**config.mk**
```make
export PLATFORM = sky130hd
export DESIGN_NAME = rgb_sbit_decode
export DESIGN_NICKNAME = d
export VERILOG_FILES = /design/src/rtl/rgb_sbit_decode.sv
export SDC_FILE = /design/constraint.sdc
export NUM_CORES = 1
export LEC_CHECK = 0
export BUFFER_PORTS_ARGS = -buffer_cell sky130_fd_sc_hd__buf_4
export CAP_MARGIN = 20
export CORE_MARGIN = 10
export CORE_UTILIZATION = 37
export CTS_BUF_LIST = sky130_fd_sc_hd__clkbuf_8
export CTS_CLUSTER_SIZE = 12
export DETAILED_ROUTE_END_ITERATION = 10
export GPL_TIMING_DRIVEN = 0
export HOLD_SLACK_MARGIN = 0.1
export PLACE_DENSITY = 0.51
export SLEW_MARGIN = 20
export SYNTH_ARGS = -nofsm -noshare
export SYNTH_HDL_FRONTEND = slang
export SYNTH_SLANG_ARGS = --single-unit
```
**constraint.sdc**
```tcl
create_clock -name clk -period 3.8 [get_ports clk]
set_input_delay 0.76 -clock clk [delete_from_list [all_inputs] [get_ports clk]]
set_output_delay 0.76 -clock clk [all_outputs]
set_load 0.02 [all_outputs]
```
**src/rtl/rgb_sbit_decode.sv**
```systemverilog
// WS2812-style serial front end: classifies each high pulse on din as a 0/1 bit
// by its width, and flags the long low gap that marks a stream reset.
module rgb_sbit_decode #(
  parameter int SAMPLE_TIME_CLKS  = 57,
  parameter int MIN_HIGH_CLKS     = 10,
  parameter int MAX_HIGH_CLKS     = 144,
  parameter int STREAM_RESET_CLKS = 4800
) (
  input  logic       clk,
  input  logic       rst,
  input  logic       din,
  output logic       out_strobe,
  output logic       out_sbit_value,
  output logic       out_stream_reset,
  output logic       err_stuck,
  output logic [7:0] glitch_cnt
);

  localparam int CNT_W = $clog2(STREAM_RESET_CLKS + 1);

  localparam logic [CNT_W-1:0] SAMPLE_C = CNT_W'(SAMPLE_TIME_CLKS);
  localparam logic [CNT_W-1:0] MIN_C    = CNT_W'(MIN_HIGH_CLKS);
  localparam logic [CNT_W-1:0] MAX_C    = CNT_W'(MAX_HIGH_CLKS);
  localparam logic [CNT_W-1:0] RESET_C  = CNT_W'(STREAM_RESET_CLKS);

  localparam logic [1:0] S_LOW  = 2'd0;
  localparam logic [1:0] S_BIT  = 2'd1;
  localparam logic [1:0] S_TAIL = 2'd2;

  logic             sync1_q, sync2_q, dinD_q;
  logic             dinS, riseEdge;
  logic [1:0]       state_q, state_d;
  logic [CNT_W-1:0] cnt_q, cnt_d, cntInc;
  logic             rstSeen_q, rstSeen_d;
  logic             strobe_q, strobe_d;
  logic             value_q, value_d;
  logic             streamRst_q, streamRst_d;
  logic             errStuck_q, errStuck_d;
  logic [7:0]       glitchCnt_q, glitchCnt_d;

  // Two flops tame metastability; the third gives the previous level for edge detection.
  always_ff @(posedge clk or negedge rst) begin
    if (!rst) begin
      sync1_q <= 1'b0;
      sync2_q <= 1'b0;
      dinD_q  <= 1'b0;
    end else begin
      sync1_q <= din;
      sync2_q <= sync1_q;
      dinD_q  <= sync2_q;
    end
  end

  assign dinS     = sync2_q;
  assign riseEdge = dinS & ~dinD_q;
  assign cntInc   = (cnt_q == RESET_C) ? cnt_q : cnt_q + CNT_W'(1);

  always_comb begin
    state_d     = state_q;
    cnt_d       = cnt_q;
    rstSeen_d   = rstSeen_q;
    strobe_d    = 1'b0;
    value_d     = 1'b0;
    streamRst_d = 1'b0;
    errStuck_d  = errStuck_q;
    glitchCnt_d = glitchCnt_q;

    case (state_q)
      S_LOW: begin
        if ((cnt_q == RESET_C) && !rstSeen_q) begin
          strobe_d    = 1'b1;
          streamRst_d = 1'b1;
          rstSeen_d   = 1'b1;
        end
        if (riseEdge) begin
          state_d   = S_BIT;
          cnt_d     = CNT_W'(1);
          rstSeen_d = 1'b0;
        end else begin
          cnt_d = cntInc;
        end
      end

      // Only the line level at the two check points matters inside a bit.
      S_BIT: begin
        cnt_d = cntInc;
        if ((cnt_q == MIN_C) && !dinS) begin
          state_d = S_LOW;
          cnt_d   = '0;
          if (glitchCnt_q != 8'hFF) glitchCnt_d = glitchCnt_q + 8'd1;
        end else if (cnt_q == SAMPLE_C) begin
          strobe_d = 1'b1;
          value_d  = dinS;
          state_d  = S_TAIL;
        end
      end

      S_TAIL: begin
        if (!dinS) begin
          state_d = S_LOW;
          cnt_d   = CNT_W'(1);
        end else begin
          cnt_d = cntInc;
          if (cnt_q == MAX_C) errStuck_d = 1'b1;
        end
      end

      default: begin
        state_d = S_LOW;
        cnt_d   = '0;
      end
    endcase
  end

  always_ff @(posedge clk or negedge rst) begin
    if (!rst) begin
      state_q     <= S_LOW;
      cnt_q       <= '0;
      rstSeen_q   <= 1'b0;
      strobe_q    <= 1'b0;
      value_q     <= 1'b0;
      streamRst_q <= 1'b0;
      errStuck_q  <= 1'b0;
      glitchCnt_q <= 8'd0;
    end else begin
      state_q     <= state_d;
      cnt_q       <= cnt_d;
      rstSeen_q   <= rstSeen_d;
      strobe_q    <= strobe_d;
      value_q     <= value_d;
      streamRst_q <= streamRst_d;
      errStuck_q  <= errStuck_d;
      glitchCnt_q <= glitchCnt_d;
    end
  end

  assign out_strobe       = strobe_q;
  assign out_sbit_value   = value_q;
  assign out_stream_reset = streamRst_q;
  assign err_stuck        = errStuck_q;
  assign glitch_cnt       = glitchCnt_q;

endmodule

```
==> impl_metrics.csv, run 1 <==
group,metric,value,unit
routing,viasPerCell,4.96,
setup_path,cp_max_fo,10,
pwr,pwr-share-seq,46.2,%
cts,cts_sinks,31,
floorplan,die_area,7170,sq um
synth,ys_ff_latch,31,
sta,fin_ws,1.43,ns
pwr,p_clk_share,27.8,%
sta,maxSlewViolCount,0,
setup_path,critPathTopFamily,"simple AND/OR/NAND/NOR gates",
synth,synthArstFlopShare,100,%
final_layout,syn2layout_area_growth,16.6,%
global_route,grt_max_degree,32,
setup_path,critPathCaptureType,"flip-flop",
setup_path,slowest_stage,"or4b_4",
sta,holdWs,0.350,ns
setup_path,critPathLaunch,"cnt_q[0]",
sta,worst_pin_slew,0.656,ns
cts,cts-resized-gates,0,
place,dp_hpwl,2060,um
place,place.gp.congestion,0.779,
pwr,ir_drop,0.182,mV
floorplan,rows,23,
setup_path,r2r_end,"cnt_q[6]",
pwr,swShare,34.1,%
synth,avgSynthCellArea,10.8,sq um
cts,worstSkewPairLatency,0.28,ns
synth,synth_area,1550,sq um
global_route,grt-ovfl-total,0,
flow_run,maxCapViolations,0,
setup_path,r2r_start,"cnt_q[0]",
routing,avgRoutedWirePerCell,13.3,um
floorplan,io_pins,15,
cts,cts_buffer_depth,2,
cts,cts_buffers,5,
cts,htree_num_levels,2,
floorplan,start_util,38.4,%
final_layout,layout_common_cells,"31 x dfrtp_1, 24 x nor2_1, 14 x buf_4",
pwr,power_frac_comb,25.9,%
sta,fmax,423,MHz
pwr,intPower,0.000602,W
pwr,p_per_area,507,nW/um^2
setup_path,crit_path_cell_trace,"inv_1 > ha_1 > or4b_4 > nor4_4 > nor2_1 > a21oi_1 > buf_2 > nor2_1",
sta,fin_crit_sh,62.3,%
sta,period_minus_slack,2.37,ns
setup_path,critPathBufInv,2,
synth,synth_edf_count,0,
global_route,first_global_vias,1067,
final_layout,diodes,0,
pwr,p_switching,0.000312,W
final_layout,final_nets,172,
cts,postCtsHoldBufs,0,
cts,cts.clk_slew.worst_paths,0.07,ns
sta,tns,0,ns
routing,dr.pass1.iters,4,
place,io_buffer_count,14,
final_layout,final_common_cell,"dfrtp_1",
synth,netlist_instances,143,
routing,drc,0,
global_route,grt_usage,8.51,%
setup_path,r2r_cells,8,
floorplan,die-width,84.7,um
setup_path,reg2reg_slack,1.43,ns
synth,synth-warning-count,0,
synth,yosysSeqAreaShare,50.1,%
sta,slew_headroom,55.9,%
place,dp_slack,1.44,ns
synth,synth_area_leaders,"dfrtp_1 50%, nor2_1 5.8%, xor2_1 5.1%",
synth,yosys_most_used_dff,"dfrtp_1",
routing,drt_iter0_drc,52,
final_layout,drive_gt1_share,22.4,%
setup_path,cp-start-kind,"flip-flop",
routing,final_antenna_net_count,0,
setup_path,slowest_delay,0.47,ns
cts,cts_tree,"done",
synth,syn-num-nets,151,
cts,cts_setup_buffers,0,
setup_path,path_class,"reg2reg",
global_route,grt_pass1_wl,5030,um
synth,synth_cell_type_count,39,
setup_path,cp_data_arrival_time,2.53,ns
sta,final_hold_viol_count,0,
cts,clock-root-buffer,"clkbuf_8",
sta,skew,0.00520,ns
outcome,outcome,"complete, no violations",
min_path,min_path_type,"reg2reg",
setup_path,crit_cells,8,
synth,synth_area_leader_cell,"dfrtp_1",
global_route,antenna_found_initial,0,
pwr,total_leakage_power,0.854,nW
sta,rsz0062_at_grt,"false",
routing,routed_wl,2870,um
floorplan,die_y,84.7,um
floorplan,core,4030,sq um
synth,synth_top_area_share,50.1,%
routing,num_vias,1067,
setup_path,cp.required,3.96,ns
setup_path,worst_path_most_repeated_cell,"nor2_1",
sta,setup_violations,0,
setup_path,worstSetupEndpoint,"cnt_q[6]",
## worst reg2reg max path: stages (launching register included)
cell	delay [ns]
dfrtp_1	0.43
inv_1	0.16
ha_1	0.15
or4b_4	0.47
nor4_4	0.29
nor2_1	0.10
a21oi_1	0.29
buf_2	0.29
nor2_1	0.08
## routing by layer
layer  wire (um)  global-route usage, %
met1        1390                   10.5
met2        1310                   12.5
met3         138                   4.06
met4          31                   3.14
met5           0                      0
## worst min-delay path by stage
stage                     startpoint   end  slack, ns  cells past startpoint
after floorplan              sync1_q  dinS       0.33                      0
after global placement       sync1_q  dinS       0.33                      0
after detailed placement     sync1_q  dinS       0.34                      0
after CTS                    sync1_q  dinS       0.35                      0
after global routing         sync1_q  dinS       0.36                      0
final                        sync1_q  dinS       0.35                      0
## state kept, by name, indices dropped and copies added (netlist names)
register and flops:
out_stream_reset 1, state_q 2, out_sbit_value 1, dinD_q 1
glitch_cnt 8, err_stuck 1, rstSeen_q 1, out_strobe 1
dinS 1, sync1_q 1, cnt_q 13
## power groups by stage
| stage | Sequential (W) | Clock, W | Combinational (W) |
|---|---|---|---|
| final | 0.000423 | 0.000254 | 0.000237 |
| after global routing | 0.000433 | 0.000279 | 0.000272 |
| after CTS | 0.000421 | 0.000264 | 0.000242 |
| after global placement | 0.000426 | 0 | 0.000239 |
| after detailed placement | 0.000428 | 0 | 0.000241 |
| after floorplan | 0.000429 | 0 | 0.000169 |
## metrics by stage
step / total power [W] / utilization (%) / std cells / cell area [sq um]
after floorplan: 0.000598 / - / 143 / 1550
after global placement: 0.000665 / 42.6 / 207 / 1720
after detailed placement: 0.000669 / 42.6 / 207 / 1720
after CTS: 0.000928 / 44.8 / 215 / 1800
after global routing: 0.000985 / 44.8 / 215 / 1800
final: 0.000914 / 44.8 / 215 / 1800
## final cells by class
type / count / area (sq um)
multi-input cells: 103 / 711
fillers: 398 / 2220
well taps: 50 / 62.6
plain buffers: 6 / 50.0
inverters: 3 / 11.3
repair buffers: 14 / 105
flip-flops and latches: 31 / 776
clock buffers: 5 / 68.8
clock inverters: 3 / 20.0
## cells in the mapped netlist (2+ instances only)
| master | number |
|---|---|
| nand3_1 | 5 |
| nand4_1 | 5 |
| nand2_1 | 10 |
| a21oi_1 | 4 |
| nor3_1 | 2 |
| ha_1 | 5 |
| dfrtp_1 | 31 |
| nor4_1 | 4 |
| and3_1 | 3 |
| nor2_1 | 24 |
| buf_6 | 2 |
| nand2b_1 | 2 |
| xnor2_1 | 8 |
| buf_2 | 2 |
| xor2_1 | 9 |
| and4_1 | 2 |
| inv_1 | 3 |
## logic make-up (layout without fill, tap and decap cells)
kind of cell | count (synthesis) | count (layout) | share of synthesized area [%]
AND/OR/NAND/NOR | 69 | 69 | 25.1
flip-flops | 31 | 31 | 50.1
XOR/XNOR | 19 | 19 | 11.7
buffers and inverters | 9 | 31 | 3.96
AO/OA/AOI/OAI | 8 | 8 | 3.64
adder cells (fa/ha/maj) | 5 | 5 | 4.04
multiplexers | 2 | 2 | 1.37
(Power assumes the default switching activity.)
==> inputs of run 2 (changes only) <==
PLACE_DENSITY = 0.53   (was 0.51)
clock period = 1.95 ns   (was 3.8 ns; I/O delays follow)
==> run 2 against run 1 <==
  * The flow now finishes with violations (setup timing)
  * Worst hold slack got worse by 0.14 ns
  * Largest cell class is now multi-input gates
  * First-iteration DRC count fell by 27%
  * Sequential cell count did not move
  * Worst setup slack got worse by 1.6 ns
==> impl_metrics.csv, run 2 (synthesized netlist as in run 1, its figures left out) <==
group,metric,value,unit
outcome,outcome,"finished with violations",
outcome,failed_checks,"setup timing",
final_layout,top_register,"cnt_q",
routing,viasPerCell,5.11,
final_layout,largest_register_ffs,13,
sta,fmax,481,MHz
floorplan,rows,23,
sta,slew_headroom,64.2,%
setup_path,critPathBufInv,1,
setup_path,r2r_start,"cnt_q[1]",
setup_path,critPathLaunch,"cnt_q[1]",
setup_path,slowest_delay,0.52,ns
floorplan,core,4030,sq um
setup_path,reg2reg_slack,-0.13,ns
final_layout,drive_gt1_share,42.0,%
place,dpl.cell_count,207,
routing,drt_iter0_drc,38,
routing,routed_wl,3240,um
sta,period_minus_slack,2.08,ns
setup_path,critPathTopFamily,"simple AND/OR/NAND/NOR gates",
setup_path,crit_path_cell_trace,"inv_2 > ha_1 > or4bb_1 > or4_4 > xnor2_2 > nor2_1 > o21ai_2",
global_route,grt-ovfl-total,0,
sta,worst_pin_slew,0.537,ns
final_layout,fin_cells,226,
setup_path,cp-start-kind,"flip-flop",
routing,routed.top_layer,"met4",
floorplan,io_pins,15,
pwr,total_leakage_power,0.924,nW
setup_path,crit_cells,7,
sta,holdWs,0.210,ns
global_route,grt_usage,9.25,%
place,place.gp.congestion,0.780,
routing,drc,0,
setup_path,slowest_stage,"or4_4",
flow_run,maxCapViolations,0,
setup_path,r2r_cells,7,
place,dpl_cell_area,1730,sq um
cts,cts_buffer_depth,2,
setup_path,r2r_end,"cnt_q[0]",
routing,dr.pass1.iters,4,
floorplan,die_y,84.7,um
routing,route.met2.wl,1620,um
sta,tns,-1.50,ns
global_route,antenna_found_initial,0,
sta,final_hold_viol_count,0,
setup_path,path_class,"reg2reg",
final_layout,final_util,50.5,%
pwr,p_per_area,1060,nW/um^2
setup_path,critPathCaptureType,"flip-flop",
setup_path,cp_max_fo,7,
routing,final_antenna_net_count,0,
cts,htree_num_levels,2,
cts,cts_buffers,5,
cts,worstSkewPairLatency,0.28,ns
global_route,first_global_vias,1183,
sta,rsz0062_at_grt,"true",
global_route,grt_max_degree,32,
place,io_buffer_count,14,
final_layout,syn2layout_area_growth,31.5,%
setup_path,cp.required,2.11,ns
cts,cts.clk_slew.worst_paths,0.07,ns
final_layout,layout_common_cells,"28 x dfrtp_1, 23 x buf_4, 12 x nor2_2",
sta,fin_ws,-0.129,ns
final_layout,final_nets,183,
routing,avgRoutedWirePerCell,14.3,um
sta,fin_crit_sh,107,%
sta,maxSlewViolCount,0,
min_path,min_path_type,"in2reg",
sta,setup_violations,21,
final_layout,diodes,0,
setup_path,worstSetupEndpoint,"cnt_q[0]",
floorplan,die_area,7170,sq um
final_layout,final_area,2040,sq um
routing,wl_met1,1420,um
global_route,grt_pass1_wl,5510,um
final_layout,final_common_cell,"dfrtp_1",
cts,cts_sinks,31,
cts,cts_tree,"done",
place,dp_hpwl,2110,um
routing,num_vias,1155,
pwr,ir_drop,0.465,mV
cts,clock-root-buffer,"clkbuf_8",
sta,skew,0.00595,ns
setup_path,cp_data_arrival_time,2.24,ns
floorplan,start_util,38.4,%
routing,dr_wl_met3,165,um
floorplan,die-width,84.7,um
==> run 2: area by class of cell <==
type | instances | area (sq um)
fillers | 376 | 1990
multi-input cells | 103 | 813
flip-flops and latches | 31 | 779
repair buffers | 26 | 205
clock buffers | 5 | 68.8
well taps | 50 | 62.6
plain buffers | 5 | 51.3
clock inverters | 3 | 43.8
inverters | 3 | 11.3
==> run 2: repair_timing <==
item                                    CTS  global route
setup buffers                             8             2
pin swaps                                 7             7
gates resized for setup                  18            17
endpoints found under the setup margin   26            22
endpoints found under the hold margin    31             0
hold buffers                              1             0
gates cloned                              1             0
==> run 2: worst min-delay path by stage <==
stage	slack (ns)	startpoint	endpoint	cells after the start
floorplan	0.09	rst	cnt_q[0]	0
global placement	0.33	sync1_q	dinS	0
detailed placement	0.34	sync1_q	dinS	0
CTS	0.20	din	sync1_q	1
global route	0.19	din	sync1_q	1
finish	0.21	din	sync1_q	1
==> run 2: power breakdown <==
part	total, W	switching [W]	internal [W]
clock	0.000621	0.000241	0.000380
sequential	0.000837	0.000109	0.000728
combinational	0.000706	0.000364	0.000342
total	0.00216	0.000714	0.00145
==> run 2: routing by layer <==
layer	global-route usage [%]	vias to the layer above
met3	3.86	2
met4	3.59	0
met1	10.3	583
met2	15.2	20
met5	0	-
li1	-	550
==> run 2: through the flow <==
stage               total power (W)  worst slack (ns)
finish                      0.00216            -0.129
global route                0.00230            -0.165
CTS                         0.00209            -0.106
detailed placement          0.00131            -0.307
global placement            0.00130            -0.268
floorplan                   0.00117           -0.0615
